--- src/rtl/sa_feeder_2x2_pkg.sv ---
// Shared constants and state encoding for the 2x2 systolic-array feeder.
package sa_feeder_2x2_pkg;

  localparam int DW_DEF    = 16;
  localparam int AW_DEF    = 32;
  localparam int FLUSH_DEF = 3;
  // Skewed feed length for an NxN array is 2N-1.
  localparam int FEED_LEN  = 3;

  typedef enum logic [2:0] {
    ST_IDLE  = 3'd0,
    ST_CLEAR = 3'd1,
    ST_FEED  = 3'd2,
    ST_FLUSH = 3'd3,
    ST_DONE  = 3'd4
  } state_t;

endpackage

--- src/rtl/sa_feeder_2x2_if.sv ---
// Host-side request/result signals and array-side edge streams of the feeder.
interface sa_feeder_2x2_if #(
  parameter int DW = 16,
  parameter int AW = 32
);

  logic            start;
  logic [4*DW-1:0] mat_a;
  logic [4*DW-1:0] mat_b;
  logic            busy;
  logic            done;
  logic [AW-1:0]   res_00;
  logic [AW-1:0]   res_01;
  logic [AW-1:0]   res_10;
  logic [AW-1:0]   res_11;

  logic            sa_clr;
  logic [DW-1:0]   sa_in_00_W;
  logic [DW-1:0]   sa_in_10_W;
  logic [DW-1:0]   sa_in_00_N;
  logic [DW-1:0]   sa_in_01_N;
  logic [AW-1:0]   sa_out_00;
  logic [AW-1:0]   sa_out_01;
  logic [AW-1:0]   sa_out_10;
  logic [AW-1:0]   sa_out_11;

  modport slave (
    input  start, mat_a, mat_b, sa_out_00, sa_out_01, sa_out_10, sa_out_11,
    output busy, done, res_00, res_01, res_10, res_11,
    output sa_clr, sa_in_00_W, sa_in_10_W, sa_in_00_N, sa_in_01_N
  );

  modport master (
    output start, mat_a, mat_b, sa_out_00, sa_out_01, sa_out_10, sa_out_11,
    input  busy, done, res_00, res_01, res_10, res_11,
    input  sa_clr, sa_in_00_W, sa_in_10_W, sa_in_00_N, sa_in_01_N
  );

endinterface

--- src/rtl/sa_feeder_2x2.sv ---
// Sequences clear, skewed operand feed, flush and result capture for a 2x2
// systolic array; every output is registered alongside the state.
module sa_feeder_2x2
  import sa_feeder_2x2_pkg::*;
#(
  parameter int DW    = DW_DEF,
  parameter int AW    = AW_DEF,
  parameter int FLUSH = FLUSH_DEF
) (
  input  logic           clk,
  input  logic           reset,
  sa_feeder_2x2_if.slave bus
);

  localparam logic [DW-1:0] ZERO_DW = {DW{1'b0}};
  localparam logic [AW-1:0] ZERO_AW = {AW{1'b0}};

  state_t          state_r;
  logic [3:0]      phase_r;
  logic [4*DW-1:0] a_r;
  logic [4*DW-1:0] b_r;
  logic            sa_clr_r;
  logic            busy_r;
  logic            done_r;
  logic [DW-1:0]   w0_r, w1_r, n0_r, n1_r;
  logic [AW-1:0]   res00_r, res01_r, res10_r, res11_r;

  logic [DW-1:0]   a00_s, a01_s, a10_s, a11_s;
  logic [DW-1:0]   b00_s, b01_s, b10_s, b11_s;

  assign a00_s = a_r[DW-1:0];
  assign a01_s = a_r[2*DW-1:DW];
  assign a10_s = a_r[3*DW-1:2*DW];
  assign a11_s = a_r[4*DW-1:3*DW];
  assign b00_s = b_r[DW-1:0];
  assign b01_s = b_r[2*DW-1:DW];
  assign b10_s = b_r[3*DW-1:2*DW];
  assign b11_s = b_r[4*DW-1:3*DW];

  // Sequencer: outputs are loaded for the state being entered so they line up with it.
  always_ff @(posedge clk or posedge reset) begin
    if (reset) begin
      state_r  <= ST_IDLE;
      phase_r  <= 4'd0;
      a_r      <= {(4*DW){1'b0}};
      b_r      <= {(4*DW){1'b0}};
      sa_clr_r <= 1'b0;
      busy_r   <= 1'b0;
      done_r   <= 1'b0;
      w0_r     <= ZERO_DW;
      w1_r     <= ZERO_DW;
      n0_r     <= ZERO_DW;
      n1_r     <= ZERO_DW;
      res00_r  <= ZERO_AW;
      res01_r  <= ZERO_AW;
      res10_r  <= ZERO_AW;
      res11_r  <= ZERO_AW;
    end else begin
      case (state_r)
        ST_IDLE: begin
          if (bus.start) begin
            a_r      <= bus.mat_a;
            b_r      <= bus.mat_b;
            sa_clr_r <= 1'b1;
            busy_r   <= 1'b1;
            state_r  <= ST_CLEAR;
          end else begin
            state_r  <= ST_IDLE;
          end
        end
        ST_CLEAR: begin
          sa_clr_r <= 1'b0;
          w0_r     <= a00_s;
          n0_r     <= b00_s;
          w1_r     <= ZERO_DW;
          n1_r     <= ZERO_DW;
          phase_r  <= 4'd0;
          state_r  <= ST_FEED;
        end
        ST_FEED: begin
          // Row 1 / column 1 trail row 0 / column 0 by one cycle.
          if (phase_r == 4'(FEED_LEN - 1)) begin
            w0_r    <= ZERO_DW;
            n0_r    <= ZERO_DW;
            w1_r    <= ZERO_DW;
            n1_r    <= ZERO_DW;
            phase_r <= 4'd0;
            state_r <= ST_FLUSH;
          end else if (phase_r == 4'd0) begin
            w0_r    <= a01_s;
            n0_r    <= b10_s;
            w1_r    <= a10_s;
            n1_r    <= b01_s;
            phase_r <= phase_r + 4'd1;
          end else begin
            w0_r    <= ZERO_DW;
            n0_r    <= ZERO_DW;
            w1_r    <= a11_s;
            n1_r    <= b11_s;
            phase_r <= phase_r + 4'd1;
          end
        end
        ST_FLUSH: begin
          if (phase_r == 4'(FLUSH - 1)) begin
            phase_r <= 4'd0;
            done_r  <= 1'b1;
            res00_r <= bus.sa_out_00;
            res01_r <= bus.sa_out_01;
            res10_r <= bus.sa_out_10;
            res11_r <= bus.sa_out_11;
            state_r <= ST_DONE;
          end else begin
            phase_r <= phase_r + 4'd1;
          end
        end
        ST_DONE: begin
          done_r  <= 1'b0;
          busy_r  <= 1'b0;
          state_r <= ST_IDLE;
        end
        default: begin
          sa_clr_r <= 1'b0;
          busy_r   <= 1'b0;
          done_r   <= 1'b0;
          w0_r     <= ZERO_DW;
          w1_r     <= ZERO_DW;
          n0_r     <= ZERO_DW;
          n1_r     <= ZERO_DW;
          phase_r  <= 4'd0;
          state_r  <= ST_IDLE;
        end
      endcase
    end
  end

  assign bus.sa_clr     = sa_clr_r;
  assign bus.busy       = busy_r;
  assign bus.done       = done_r;
  assign bus.sa_in_00_W = w0_r;
  assign bus.sa_in_10_W = w1_r;
  assign bus.sa_in_00_N = n0_r;
  assign bus.sa_in_01_N = n1_r;
  assign bus.res_00     = res00_r;
  assign bus.res_01     = res01_r;
  assign bus.res_10     = res10_r;
  assign bus.res_11     = res11_r;

endmodule
--- src/flat_wrapper.sv ---
// flat-port wrapper written by rule: the top's interface ports become plain ports
module sa_feeder_2x2_flat import sa_feeder_2x2_pkg::*;
#(
  parameter int DW    = DW_DEF,
  parameter int AW    = AW_DEF,
  parameter int FLUSH = FLUSH_DEF
)
  (clk, reset, bus_start, bus_mat_a, bus_mat_b, bus_sa_out_00, bus_sa_out_01, bus_sa_out_10, bus_sa_out_11, bus_busy, bus_done, bus_res_00, bus_res_01, bus_res_10, bus_res_11, bus_sa_clr, bus_sa_in_00_W, bus_sa_in_10_W, bus_sa_in_00_N, bus_sa_in_01_N);
  sa_feeder_2x2_if #(.DW(DW), .AW(AW)) bus_i ();
  input  logic clk;
  input  logic reset;
  input wire logic [$bits(bus_i.start)-1:0] bus_start;
  input wire logic [$bits(bus_i.mat_a)-1:0] bus_mat_a;
  input wire logic [$bits(bus_i.mat_b)-1:0] bus_mat_b;
  input wire logic [$bits(bus_i.sa_out_00)-1:0] bus_sa_out_00;
  input wire logic [$bits(bus_i.sa_out_01)-1:0] bus_sa_out_01;
  input wire logic [$bits(bus_i.sa_out_10)-1:0] bus_sa_out_10;
  input wire logic [$bits(bus_i.sa_out_11)-1:0] bus_sa_out_11;
  output wire logic [$bits(bus_i.busy)-1:0] bus_busy;
  output wire logic [$bits(bus_i.done)-1:0] bus_done;
  output wire logic [$bits(bus_i.res_00)-1:0] bus_res_00;
  output wire logic [$bits(bus_i.res_01)-1:0] bus_res_01;
  output wire logic [$bits(bus_i.res_10)-1:0] bus_res_10;
  output wire logic [$bits(bus_i.res_11)-1:0] bus_res_11;
  output wire logic [$bits(bus_i.sa_clr)-1:0] bus_sa_clr;
  output wire logic [$bits(bus_i.sa_in_00_W)-1:0] bus_sa_in_00_W;
  output wire logic [$bits(bus_i.sa_in_10_W)-1:0] bus_sa_in_10_W;
  output wire logic [$bits(bus_i.sa_in_00_N)-1:0] bus_sa_in_00_N;
  output wire logic [$bits(bus_i.sa_in_01_N)-1:0] bus_sa_in_01_N;
  assign bus_i.start = bus_start;
  assign bus_i.mat_a = bus_mat_a;
  assign bus_i.mat_b = bus_mat_b;
  assign bus_i.sa_out_00 = bus_sa_out_00;
  assign bus_i.sa_out_01 = bus_sa_out_01;
  assign bus_i.sa_out_10 = bus_sa_out_10;
  assign bus_i.sa_out_11 = bus_sa_out_11;
  assign bus_busy = bus_i.busy;
  assign bus_done = bus_i.done;
  assign bus_res_00 = bus_i.res_00;
  assign bus_res_01 = bus_i.res_01;
  assign bus_res_10 = bus_i.res_10;
  assign bus_res_11 = bus_i.res_11;
  assign bus_sa_clr = bus_i.sa_clr;
  assign bus_sa_in_00_W = bus_i.sa_in_00_W;
  assign bus_sa_in_10_W = bus_i.sa_in_10_W;
  assign bus_sa_in_00_N = bus_i.sa_in_00_N;
  assign bus_sa_in_01_N = bus_i.sa_in_01_N;
  sa_feeder_2x2 #(.DW(DW), .AW(AW), .FLUSH(FLUSH)) u_core (.clk(clk), .reset(reset), .bus(bus_i));
endmodule
--- config.mk ---
export PLATFORM = sky130hd
export DESIGN_NAME = sa_feeder_2x2_flat
export DESIGN_NICKNAME = d
export VERILOG_FILES = /design/src/rtl/sa_feeder_2x2_pkg.sv /design/src/rtl/sa_feeder_2x2_if.sv /design/src/rtl/sa_feeder_2x2.sv /design/src/flat_wrapper.sv
export SDC_FILE = /design/constraint.sdc
export NUM_CORES = 1
export LEC_CHECK = 0
export CORE_AREA = 2 2 239 171
export CTS_CLUSTER_SIZE = 25
export DETAILED_ROUTE_END_ITERATION = 7
export DIE_AREA = 0 0 241 173
export GPL_TIMING_DRIVEN = 0
export PLACE_DENSITY = 0.69
export SYNTH_ARGS = -nofsm -noshare
export SYNTH_HDL_FRONTEND = slang
export SYNTH_SLANG_ARGS = --single-unit
export TNS_END_PERCENT = 1
--- constraint.sdc ---
create_clock -name clk -period 25.3 [get_ports clk]
set_input_delay 5.06 -clock clk [delete_from_list [all_inputs] [get_ports clk]]
set_output_delay 5.06 -clock clk [all_outputs]
set_load 0.02 [all_outputs]
==> results of run 1 <==
[logic make-up after synthesis]
group | after synthesis
xor gates and xnor gates | 1
and+or+nand+nor | 56
buffers and inverters | 58
muxes | 321
DFF | 330
adders and majority gates | 3
AOI/OAI and AO/OA | 75
[final cells by class]
cell class / count / area (um2)
Fill cell: 3366 / 19200
Sequential cell: 330 / 8260
Multi-Input combinational cell: 456 / 4900
Timing Repair Buffer: 455 / 4590
Clock buffer: 50 / 1020
Tap cell: 535 / 669
Buffer: 54 / 467
Clock inverter: 11 / 136
Inverter: 4 / 22.5
Antenna cell: 4 / 10.0
[flip-flops by register name, summed over array words and instances, names as in the netlist, 3 cells and up]
register and count:
u_core.bus.res_10 32, u_core.phase_r 4, u_core.a_r 64, u_core.b_r 64
u_core.bus.res_11 32, u_core.bus.res_00 32, u_core.bus.sa_in_00_N 16, u_core.bus.sa_in_00_W 16
u_core.state_r 3, u_core.bus.sa_in_10_W 16, u_core.bus.sa_in_01_N 16, u_core.bus.res_01 32
[power breakdown]
group | total, mW | switching, mW | internal, mW
Sequential | 0.952 | 0.155 | 0.797
Clock | 0.525 | 0.212 | 0.313
Combinational | 1.21 | 0.558 | 0.650
Total | 2.68 | 0.924 | 1.76
[Yosys cell counts]
| master | instances | area share |
|---|---|---|
| o21ai_0 | 4 | 0.0015 |
| clkbuf_1 | 13 | 0.0036 |
| o21a_1 | 2 | 0.0011 |
| buf_6 | 2 | 0.0017 |
| nor3_4 | 1 | 0.0012 |
| buf_4 | 14 | 0.0077 |
| nand2_1 | 3 | 0.00083 |
| ha_1 | 3 | 0.0028 |
| inv_1 | 4 | 0.0011 |
| a21oi_1 | 1 | 0.00037 |
| mux2i_1 | 65 | 0.048 |
| o2bb2ai_1 | 32 | 0.021 |
| nor2_1 | 34 | 0.0094 |
| a31oi_1 | 2 | 0.00092 |
| buf_2 | 14 | 0.0051 |
| nand2b_1 | 2 | 0.00092 |
| or3b_1 | 1 | 0.00064 |
| nor3b_1 | 3 | 0.0017 |
| nand3_1 | 3 | 0.0011 |
| mux2_4 | 100 | 0.11 |
| nor3_1 | 1 | 0.00037 |
| mux2_2 | 156 | 0.13 |
| nor4_2 | 1 | 0.00092 |
| or2_2 | 1 | 0.00046 |
| or3b_4 | 1 | 0.00083 |
| nor2b_1 | 1 | 0.00046 |
| o31ai_1 | 1 | 0.00055 |
| and2_1 | 1 | 0.00046 |
| or3_1 | 3 | 0.0014 |
| xor2_1 | 1 | 0.00064 |
| o21ai_1 | 1 | 0.00037 |
| buf_12 | 11 | 0.016 |
| a221o_1 | 32 | 0.023 |
| dfrtp_1 | 330 | 0.61 |
[per-stage QoR]
stage | hold WS [ns] | utilization | area [um2]
global placement | 0.471 | 0.480 | 18800
floorplan | 0.475 | - | 13600
finish | 0.491 | 0.512 | 20100
global route | 0.507 | 0.512 | 20100
detailed placement | 0.476 | 0.482 | 18900
CTS | 0.497 | 0.512 | 20100
[worst paths after layout]
| check | start | to | slack (ns) | cells after the start |
|---|---|---|---|---|
| worst max-delay path | u_core.bus.sa_in_00_N[1]$_DFFE_PP0N_ | bus_sa_in_00_N[1] | 18.62 | 1 |
| worst min-delay path | u_core.bus.sa_in_01_N[0]$_DFFE_PP0N_ | u_core.bus.sa_in_01_N[0]$_DFFE_PP0N_ | 0.49 | 1 |
| worst max register to register | u_core.phase_r[0]$_DFFE_PP0N_ | u_core.bus.res_11[24]$_DFFE_PP0P_ | 22.86 | 7 |
| worst min register to register | u_core.bus.sa_in_01_N[0]$_DFFE_PP0N_ | u_core.bus.sa_in_01_N[0]$_DFFE_PP0N_ | 0.49 | 1 |
| max in group asynchronous | reset | u_core.a_r[2]$_DFFE_PP0P_ | 18.77 | 4 |
| min in group asynchronous | reset | u_core.bus.sa_in_01_N[4]$_DFFE_PP0N_ | 5.07 | 2 |
[routing by layer]
layer / up-vias / track usage
met2: 287 / 0.330
met3: 60 / 0.0658
met5: - / 0
li1: 4076 / -
met4: 6 / 0.0463
met1: 4518 / 0.236
==> summary.md, run 1 <==
| Metric | Value |
|---|---|
| Data arrival time of the critical path | 1.62 ns |
| Max Freq | 150 MHz |
| Largest net degree at the start of global routing | 125 |
| # placed instances | 1834 |
| Router iterations before antenna repair | 4 |
| Final setup violation count | 0 |
| Die X | 241 um |
| Syn nets | 1106 |
| Root buf cell | clkbuf_16 |
| Crit-path leading delay family | buffers and inverters |
| Yosys reg bits | 330 |
| Avg Cell Area, Syn | 16.2 um2 |
| IO Pins | 454 |
| CP Launch Type | flop |
| Met2 WL | 20200 um |
| Maxcap violations | 0 |
| Initial antenna violation count | 6 |
| Most common cell after layout, fill and taps aside | clkdlybuf4s50_1 |
| Hold Fails Final Rpt | 0 |
| Clk_skew | 0.0185 ns |
| Slew Limit Fails | 0 |
| HPWL Detailed | 30300 um |
| Routed length per instance | 21.7 um |
| Iter 0 DRT Violations | 383 |
| Post-Synth Simple-Gate Area | 0.0205 |
| Final nets | 1598 |
| Detailed Route WL | 41100 um |
| DR top layer | met5 |
| Clock-pin slew on the worst setup and hold paths | 0.06 ns |
| Max incr delay on CP | 0.72 ns |
| Post-CTS Setup Bufs | 0 |
| Area grow syn2layout | 47.2% |
| CTS sink cnt | 330 |
| Crit Path Class | reg2out |
| Rel. slew slack | 0.434 |
| Syn Inst Count | 844 |
| Distinct cells, synth | 34 |
| Cell area after synthesis | 0.0136 mm2 |
| Seq/Total Area, Yosys | 0.605 |
| Worst Tran Pin Value | 0.847 ns |
| Initial Util | 0.348 |
| Core Region | 0.0392 mm2 |
| Hold_buf cts | 0 |
| Post-DRT Antenna Nets | 0 |
| Hold crit path type | reg2reg |
| Status | finished, final reports clean |
| Lkg Pwr | 8.72 nW |
| Total power | 2.68 mW |
| Mux cell area share after synthesis | 0.287 |
| Combinational family with the most area after synthesis | multiplexers |
| Fin crit share | 0.264 |
| H-tree Lvls | 2 |
| Vias in the first global route | 9661 |
| Most frequent cells in the layout | clkdlybuf4s50_1, dfrtp_1, mux2_2 |
| Minimum clock period | 6.68 ns |
| Bufs on Longest Clock Path | 3 |
| Area of the die | 0.0417 mm2 |
| Critical path buffers and inverters | 1 |
| Setup TNS | 0 ns |
| Crit path setup slack, layout | 18.62 ns |
| Clock Latency Late Sink | 0.52 ns |
| Final Non-Filler Cells | 1899 |
| Global-route wire length before repair | 61100 um |
| Routability cong. | 0.805 |
| WL met3 | 3460 um |
| Vias | 8947 |
| Dpl ws | 18.05 ns |
| CP Cell Sequence | clkdlybuf4s50_1 |
| CP Max Fanout | 3 |
| Post-Synth Adder-Cell Area | 0.00275 |
| RSZ-0062 raised after global routing | no |
| WP data required | 20.24 ns |
| Total track usage | 0.194 |
| TritonCTS clock tree | done |
| TritonCTS Buffers | 35 |
| Wire length on met1 | 16700 um |
| Compound-Gate Fraction of Synth Area | 0.0488 |
| Pwr dens | 134 mW/mm2 |
| Post-cts gate resize count | 0 |
| Worst VDD drop | 0.0693 mV |
| Row count | 61 |
| Slowest cell on the critical path | clkdlybuf4s50_1 |
| Via density | 4.71 |
| Critical Path End Type | primary output |
| XOR/XNOR share of the synthesized area | 0.000642 |
| GR Overflow Total | 0 |
| Post-route DRC | 0 |
| Layout cell share with drive strength beyond 1 | 0.263 |
| IO Port Bufs | 453 |
| Die height | 173 um |
| Synthesis Warnings | 0 |
(Power assumes the default switching activity.)
==> inputs of run 2 (changes only) <==
Clock period 25.3 ns to 6.9 ns, I/O delays scaled along.
==> run 2 against run 1 <==
Compared with the run above:
- combinational power grew to 3.6 times the previous value
- sequential power grew to 3.7 times the previous value
- routed wire length grew 1.1%
- non-clock buffer count grew 7
- global-route usage grew 0.22 points
- critical path depth is the same
- critical endpoint is now bus_sa_in_00_N[4]
- highest routed layer unchanged
==> summary.md, run 2 (same netlist as run 1, synthesis figures left out) <==
| Metric | Value |
|---|---|
| Slowest cell on the critical path | clkdlybuf4s50_1 |
| Die height | 173 um |
| Met1 Use GR | 0.227 |
| R2R depth | 7 |
| Setup TNS | 0 ns |
| Rel. slew slack | 0.461 |
| Data arrival time of the critical path | 1.64 ns |
| R2R Path Start | u_core.phase_r[0]$_DFFE_PP0N_ |
| TritonCTS Buffers | 35 |
| Detailed Route WL | 41600 um |
| Lkg Pwr | 8.77 nW |
| RSZ-0062 raised after global routing | no |
| Initial Util | 0.348 |
| IO Pins | 454 |
| Max incr delay on CP | 0.73 ns |
| Routed length per instance | 21.8 um |
| Footprint of the multi-input gates | 0.00490 mm2 |
| Critical Path End Type | primary output |
| Vias in the first global route | 9838 |
| IO Port Bufs | 453 |
| Clock Latency Late Sink | 0.53 ns |
| Reg2reg end | u_core.bus.res_11[7]$_DFFE_PP0P_ |
| Hold Fails Final Rpt | 0 |
| Iter 0 DRT Violations | 370 |
| Layout cell share with drive strength beyond 1 | 0.267 |
| Most common cell after layout, fill and taps aside | clkdlybuf4s50_1 |
| Vias | 9019 |
| Crit-path leading delay family | buffers and inverters |
| Crit Path Class | reg2out |
| Final setup violation count | 0 |
| GR Overflow Total | 0 |
| H-tree Lvls | 2 |
| Area of the die | 0.0417 mm2 |
| Slew Limit Fails | 0 |
| TritonCTS clock tree | done |
| FF+latch area | 0.00826 mm2 |
| Hold crit path type | reg2reg |
| Bufs on Longest Clock Path | 3 |
| Fin crit share | 0.437 |
| Clk_skew | 0.0263 ns |
| CP Cell Sequence | clkdlybuf4s50_1 |
| Max Freq | 332 MHz |
| Global-route wire length before repair | 61800 um |
| Post-cts gate resize count | 0 |
| Post-route DRC | 0 |
| HPWL Detailed | 30900 um |
| WP data required | 5.52 ns |
| Hold slack | 0.488 ns |
| Die X | 241 um |
| Status | finished, final reports clean |
| Post-DRT Antenna Nets | 0 |
| Most frequent cells in the layout | clkdlybuf4s50_1, dfrtp_1, mux2_2 |
| Router iterations before antenna repair | 4 |
| Core Region | 0.0392 mm2 |
| Critical path buffers and inverters | 1 |
| Minimum clock period | 3.02 ns |
| Maxcap violations | 0 |
| Area grow syn2layout | 48.0% |
| Clock-pin slew on the worst setup and hold paths | 0.06 ns |
| Hold Crit Endpoint | u_core.bus.sa_in_01_N[1]$_DFFE_PP0N_ |
| Final nets | 1605 |
| GR met3 Demand/Resource | 0.0650 |
| Via density | 4.73 |
| Worst Tran Pin Value | 0.806 ns |
| Gr busiest metal | met2 |
| Worst VDD drop | 0.262 mV |
| Largest registers | u_core.a_r: 64 flops, u_core.b_r: 64 flops |
| Hold_buf cts | 0 |
| Initial antenna violation count | 9 |
| Row count | 61 |
| Met2 Use GR | 0.344 |
| Worst R2R Setup Slack | 4.43 ns |
| CP Max Fanout | 3 |
| WHS Path Cells | 1 |
| Fillers | 3307 |
| CTS sink cnt | 330 |
| Total track usage | 0.196 |
| Largest net degree at the start of global routing | 43 |
| Min-delay src | u_core.bus.sa_in_01_N[1]$_DFFE_PP0N_ |
| CP Launch Type | flop |
| Routability cong. | 0.807 |
| Pwr dens | 488 mW/mm2 |
| Root buf cell | clkbuf_16 |
| Post-CTS Setup Bufs | 0 |
## run 2: cell count changes in the layout (fill, tap and decap cells not counted), moves of 2 or more
cell       before  now
clkinv_2        6    4
clkbuf_8        5    8
clkbuf_1       21   19
inv_6           0    3
buf_12         11   20
clkbuf_16      37   35
buf_16          2    0
## run 2: where the power goes
part / switching (mW) / internal [mW] / leakage, nW
sequential: 0.579 / 2.92 / 3.99
combinational: 2.02 / 2.39 / 4.21
clock: 0.799 / 1.13 / 0.568
## run 2: how the worst max path moves through the flow
stage / from / to / slack, ns / depth (start not counted)
floorplan: reset / u_core.a_r[0]$_DFFE_PP0P_ / 1.11 / 1
finish: u_core.bus.sa_in_00_N[4]$_DFFE_PP0N_ / bus_sa_in_00_N[4] / 3.88 / 1
detailed placement: bus_start / u_core.b_r[8]$_DFFE_PP0P_ / 3.39 / 6
CTS: u_core.bus.sa_in_00_N[3]$_DFFE_PP0N_ / bus_sa_in_00_N[3] / 3.83 / 1
global route: u_core.bus.sa_in_00_N[4]$_DFFE_PP0N_ / bus_sa_in_00_N[4] / 3.83 / 1
global placement: reset / u_core.a_r[16]$_DFFE_PP0P_ / -1.30 / 2
## run 2: layout make-up
type                    instances  share of cell area
multi-input cells             456               0.243
clock inverters                11             0.00713
clock buffers                  49              0.0499
diodes                          4            0.000496
flip-flops and latches        330               0.409
inverters                       4            0.000930
repair buffers                462               0.234
well taps                     535              0.0332
plain buffers                  54              0.0231
## run 2: metrics by stage
step | util | power (mW) | area (um2) | worst slack, ns | instances
4_1_cts | 0.514 | 9.98 | 20200 | 3.83 | 1901
3_5_place_dp | 0.485 | 7.98 | 19000 | 3.39 | 1841
3_3_place_gp | 0.480 | 7.87 | 18800 | -1.30 | 1832
5_1_grt | 0.515 | 10.4 | 20200 | 3.83 | 1904
6_report | 0.515 | 9.85 | 20200 | 3.88 | 1905
2_1_floorplan | - | 6.01 | 13600 | 1.11 | 844
## run 2: metal layers
layer | share of wire | vias to the layer above
li1 | - | 4064
met1 | 0.39 | 4594
met2 | 0.50 | 278
met3 | 0.082 | 73
met4 | 0.023 | 10
met5 | 0.0016 | -
==> inputs of run 3 (changes only) <==
Settings changed: PLACE_DENSITY 0.69 to 0.72.
Clock period 6.9 ns to 2.6 ns, I/O delays scaled along.
==> run 3 against run 2 <==
Compared with the run above:
- routed wire length up 1.5%
- count of clock-buffer cells in the layout up 1
- first-iteration DRC count up 5.1%
- critical path depth up 6
- non-clock buffer count unchanged
- largest power group unchanged
- highest routed layer unchanged
==> summary.md, run 3 (same netlist as run 1, synthesis figures left out) <==
| Metric | Value |
|---|---|
| Worst Tran Pin Value | 0.868 ns |
| CP Max Fanout | 10 |
| Hold_buf cts | 0 |
| Layout cell share with drive strength beyond 1 | 0.265 |
| Area of the die | 0.0417 mm2 |
| Met2 Use GR | 0.348 |
| TritonCTS Buffers | 35 |
| Post-DRT Antenna Nets | 0 |
| Core Region | 0.0392 mm2 |
| WP data required | 2.99 ns |
| IO Port Bufs | 453 |
| Crit path setup slack, layout | 0.205 ns |
| CP startpoint | u_core.phase_r[0]$_DFFE_PP0N_ |
| Critical path buffers and inverters | 3 |
| Clock Latency Late Sink | 0.51 ns |
| Final Non-Filler Cells | 1904 |
| Routed length per instance | 22.2 um |
| Hold crit path type | in2async |
| Post-cts gate resize count | 0 |
| Gr busiest metal | met2 |
| Largest net degree at the start of global routing | 43 |
| GR met3 Demand/Resource | 0.0667 |
| Via density | 4.79 |
| Slowest cell on the critical path | nor3_4 |
| Max Freq | 418 MHz |
| Routability cong. | 0.824 |
| Row count | 61 |
| Total track usage | 0.200 |
| Final nets | 1605 |
| Crit-path leading delay family | simple AND/OR/NAND/NOR gates |
| Max incr delay on CP | 0.43 ns |
| Rel. slew slack | 0.421 |
| Router iterations before antenna repair | 4 |
| Pwr dens | 1290 mW/mm2 |
| Critical Path End Type | flop |
| CP Cell Sequence | inv_1 -> ha_1 -> or3b_4 -> nor3_4 -> buf_12 -> buf_12 -> mux2_4 |
| Worst VDD drop | 0.679 mV |
| Area grow syn2layout | 47.7% |
| GR Overflow Total | 0 |
| Maxcap violations | 0 |
| Post-Layout Inst Area | 0.0201 mm2 |
| IO Pins | 454 |
| Clk_skew | 0.0188 ns |
| RSZ-0062 raised after global routing | no |
| Vias | 9120 |
| CTS sink cnt | 330 |
| Final setup violation count | 0 |
| Most frequent cells in the layout | clkdlybuf4s50_1, dfrtp_1, mux2_2 |
| Lkg Pwr | 8.74 nW |
| Clock-pin slew on the worst setup and hold paths | 0.07 ns |
| Status | finished, final reports clean |
| Fin crit share | 0.921 |
| Worst R2R Setup Slack | 0.21 ns |
| Die height | 173 um |
| Bufs on Longest Clock Path | 3 |
| Vias in the first global route | 9719 |
| Met1 Use GR | 0.232 |
| Largest registers | u_core.a_r: 64 flops, u_core.b_r: 64 flops |
| Dpl ws | -0.0414 ns |
| Initial Util | 0.348 |
| Hold Fails Final Rpt | 0 |
| Slew Limit Fails | 0 |
| Die X | 241 um |
| CP Launch Type | flop |
| Setup TNS | 0 ns |
| Data arrival time of the critical path | 2.78 ns |
| Most common cell after layout, fill and taps aside | clkdlybuf4s50_1 |
| Share of the core filled with cells | 0.514 |
| Total power | 26.0 mW |
| R2R depth | 7 |
| Reg2reg end | u_core.bus.res_00[29]$_DFFE_PP0P_ |
| Iter 0 DRT Violations | 389 |
| # placed instances | 1841 |
| DP Area | 0.0190 mm2 |
| Post-CTS Setup Bufs | 0 |
| Detailed Route WL | 42200 um |
| Critical Path Most Common Cell | buf_12 |
| TritonCTS clock tree | done |
| H-tree Lvls | 2 |
| Post-route DRC | 0 |
| Crit Path Class | reg2reg |
| Root buf cell | clkbuf_16 |
| Hold slack | 0.397 ns |
| Initial antenna violation count | 12 |
| Minimum clock period | 2.39 ns |
| R2R Path Start | u_core.phase_r[0]$_DFFE_PP0N_ |
| HPWL Detailed | 31800 um |
| Global-route wire length before repair | 62500 um |
run 3: layout make-up:
class | count | area (um2)
fill | 3317 | 19100
sequential | 330 | 8260
multi-input combinational | 456 | 4900
timing repair buffer | 462 | 4710
clock buffer | 50 | 1030
tap | 535 | 669
buffer | 54 | 467
clock inverter | 8 | 73.8
inverter | 4 | 18.8
antenna | 5 | 12.5
run 3: per-layer routing:
layer  up-vias  share of wire
met2       325           0.50
met1      4646           0.39
met5         -         0.0012
met4         8          0.024
met3        74          0.082
li1       4067              -
run 3: worst reg2reg max path, stage by stage (launching register included):
cell,delay (ns)
dfrtp_1,0.39
inv_1,0.12
ha_1,0.17
or3b_4,0.42
nor3_4,0.43
buf_12,0.25
buf_12,0.19
mux2_4,0.32
run 3: power breakdown:
part | total (mW) | internal [mW] | switching, mW
clock network | 4.91 | 2.86 | 2.04
logic | 11.8 | 6.34 | 5.44
registers | 9.29 | 7.76 | 1.53
total | 26.0 | 17.0 | 9.02
run 3: how the worst max path moves through the flow:
stage                     slack [ns]                                    to  cells after the start
after floorplan                -2.33             u_core.a_r[0]$_DFFE_PP0P_                      1
after global placement         -4.71             u_core.a_r[3]$_DFFE_PP0P_                      2
after global routing            0.02  u_core.bus.sa_in_00_N[8]$_DFFE_PP0N_                      7
after detailed placement       -0.04            u_core.a_r[10]$_DFFE_PP0P_                      6
after CTS                       0.19     u_core.bus.res_00[26]$_DFFE_PP0P_                      7
final                           0.21     u_core.bus.res_00[29]$_DFFE_PP0P_                      7
==> patch, RTL diff (config.mk and constraints of run 2) <==
Encoding of `state_t`: now Gray code (3 bits for 5 states).
--- a/src/rtl/sa_feeder_2x2_pkg.sv
+++ b/src/rtl/sa_feeder_2x2_pkg.sv
@@ -9,9 +9,9 @@
 
   typedef enum logic [2:0] {
-    ST_IDLE  = 3'd0,
-    ST_CLEAR = 3'd1,
-    ST_FEED  = 3'd2,
-    ST_FLUSH = 3'd3,
-    ST_DONE  = 3'd4
+    ST_IDLE  = 3'b000,
+    ST_CLEAR = 3'b001,
+    ST_FEED  = 3'b011,
+    ST_FLUSH = 3'b010,
+    ST_DONE  = 3'b110
   } state_t;
 
Formal check against the unedited RTL: same outputs for any inputs over 4 cycles, from zero or initial values and one cycle with reset high; so few cycles prove little.
==> patch against run 2 <==
Area after synthesis down 2.4%. Sequential share of layout area up 0.78 points. Total power down 1.7%. Highest routed layer unchanged. Register-to-register slack worse by 0.20 ns. Sequential cell count unchanged. Global-route usage down 0.31 points. Setup slack worse by 0.21 ns. Final area down 1.9%. Final cell count up 5.2%. Routed wire length down 2.9%. Synthesized cell count up 12%. Via count up 6.3%.
==> patch: results (changes against run 2) <==
Cells and area
  • Number of non-clock buffers: 524 (+1.6%)
  • Layout Nets: 1705 (+6.2%)
  • Layout clock area frac: 5.570% (-0.14 points)
  • Share of layout cells above drive strength 1: 23.86% (-2.9 points)
  • Invs w/o clock: 39 (+35)
  • Multi-input gate area: 4597 sq um (-6.2%)
  • Fraction of area in multi-input gates: 23.20% (-1.1 points)
  • Fillers: 3451 (+4.4%)
  • Post-route insts no fill: 2004 (+5.2%)
  • Multi-In Gates: 513 (+13%)
  • Layout non-clock buf frac: 25.38% (-0.28 points)
  • # diodes: 2 (-2)

Synth
  • Yosys top cell area share: 62.02% (+1.5 points)
  • Syn_area_per_cell: 14.11 sq um (-13%)
  • Register area share after synthesis: 62.02% (+1.5 points)
  • Syn_nets: 1206 (+9.0%)
  • Cell area after synthesis: 13320 sq um (-2.4%)
  • Synth top cells by count: dfrtp_1 (330), mux2_2 (225), nand2_1 (64), inv_1 (39), nor2b_1 (35)
  • Top post-synthesis cells by area: dfrtp_1 (62%), mux2_2 (19%), o221ai_2 (3.4%)

Min path
  • WHS Endpoint: u_core.bus.done
  • Hold path start: u_core.bus.done

Place
  • Post-DP HPWL: 30410 microns (-1.7%)
  • Worst slack, placed: 3.109 ns (-0.2819 ns)
  • Number of placed cells counting well taps: 1941 (+5.4%)
  • Placed standard-cell area: 18700 sq um (-1.7%)

Global route
  • Largest net degree at the start of global routing: 39 (-9.3%)
  • Initial antenna violation count: 4 (-5)
  • Vias in the first global route: 10400 (+5.8%)
  • Gr usage total: 19.31% (-0.31 points)

Worst setup path
  • CP peak stage delay: 0.56 ns (-0.17 ns)
  • Slowest cell on crit path: clkbuf_1
  • FF-to-FF setup slack: 4.23 ns (-0.20 ns)
  • Crit. Startpoint: bus_start
  • R2R Path End: u_core.bus.res_10[16]
  • Crit path to: u_core.b_r[47]
  • Kind of critical path: input port to flop

STA
  • Tightest Pin Transition: 0.8637 ns (+0.05751 ns)
  • Worst Clk Skew: 0.01654 ns (-0.009757 ns)
  • Final period util: 46.74% (+3.0 points)
  • Hold Worst Slack: 0.4854 ns (-0.002787 ns)

Detailed routing
  • Via count: 9588 (+6.3%)
  • Initial drt markers: 486 (+31%)

Power
  • Pleak: 8.232 nW (-6.1%)
  • P_int: 0.006233 W (-3.3%)

Status
  • Status: finished, final reports clean

Clock network
  • Clk_lat worst skew: 0.51 ns (-0.02 ns)
## patch: kinds of logic after synthesis
logic type / Yosys count / synth area share [%]
flops: 330 / 62.02
simple gates: 115 / 4.219
mux: 257 / 21.43
compound gates: 137 / 8.523
buf+inv: 101 / 3.458
fa+ha+maj: 3 / 0.2819
xor+xnor: 1 / 0.06579
## patch: routing by layer
| layer | share of wire (%) | global-route usage (%) | vias up |
|---|---|---|---|
| met3 | 6.5 | 5.268 | 77 |
| met2 | 48 | 31.61 | 281 |
| met1 | 43 | 24.93 | 4907 |
| met5 | 0.067 | 0 | - |
| met4 | 2.8 | 5.813 | 4 |
| li1 | - | - | 4319 |
## patch: power by group through the flow
stage                     clock, W  combinational (W)  sequential (W)
after floorplan                  0            0.00194         0.00401
final                      0.00184            0.00443         0.00341
after global placement           0            0.00437         0.00340
after global routing       0.00198            0.00475         0.00352
after CTS                  0.00190            0.00450         0.00341
after detailed placement         0            0.00447         0.00343
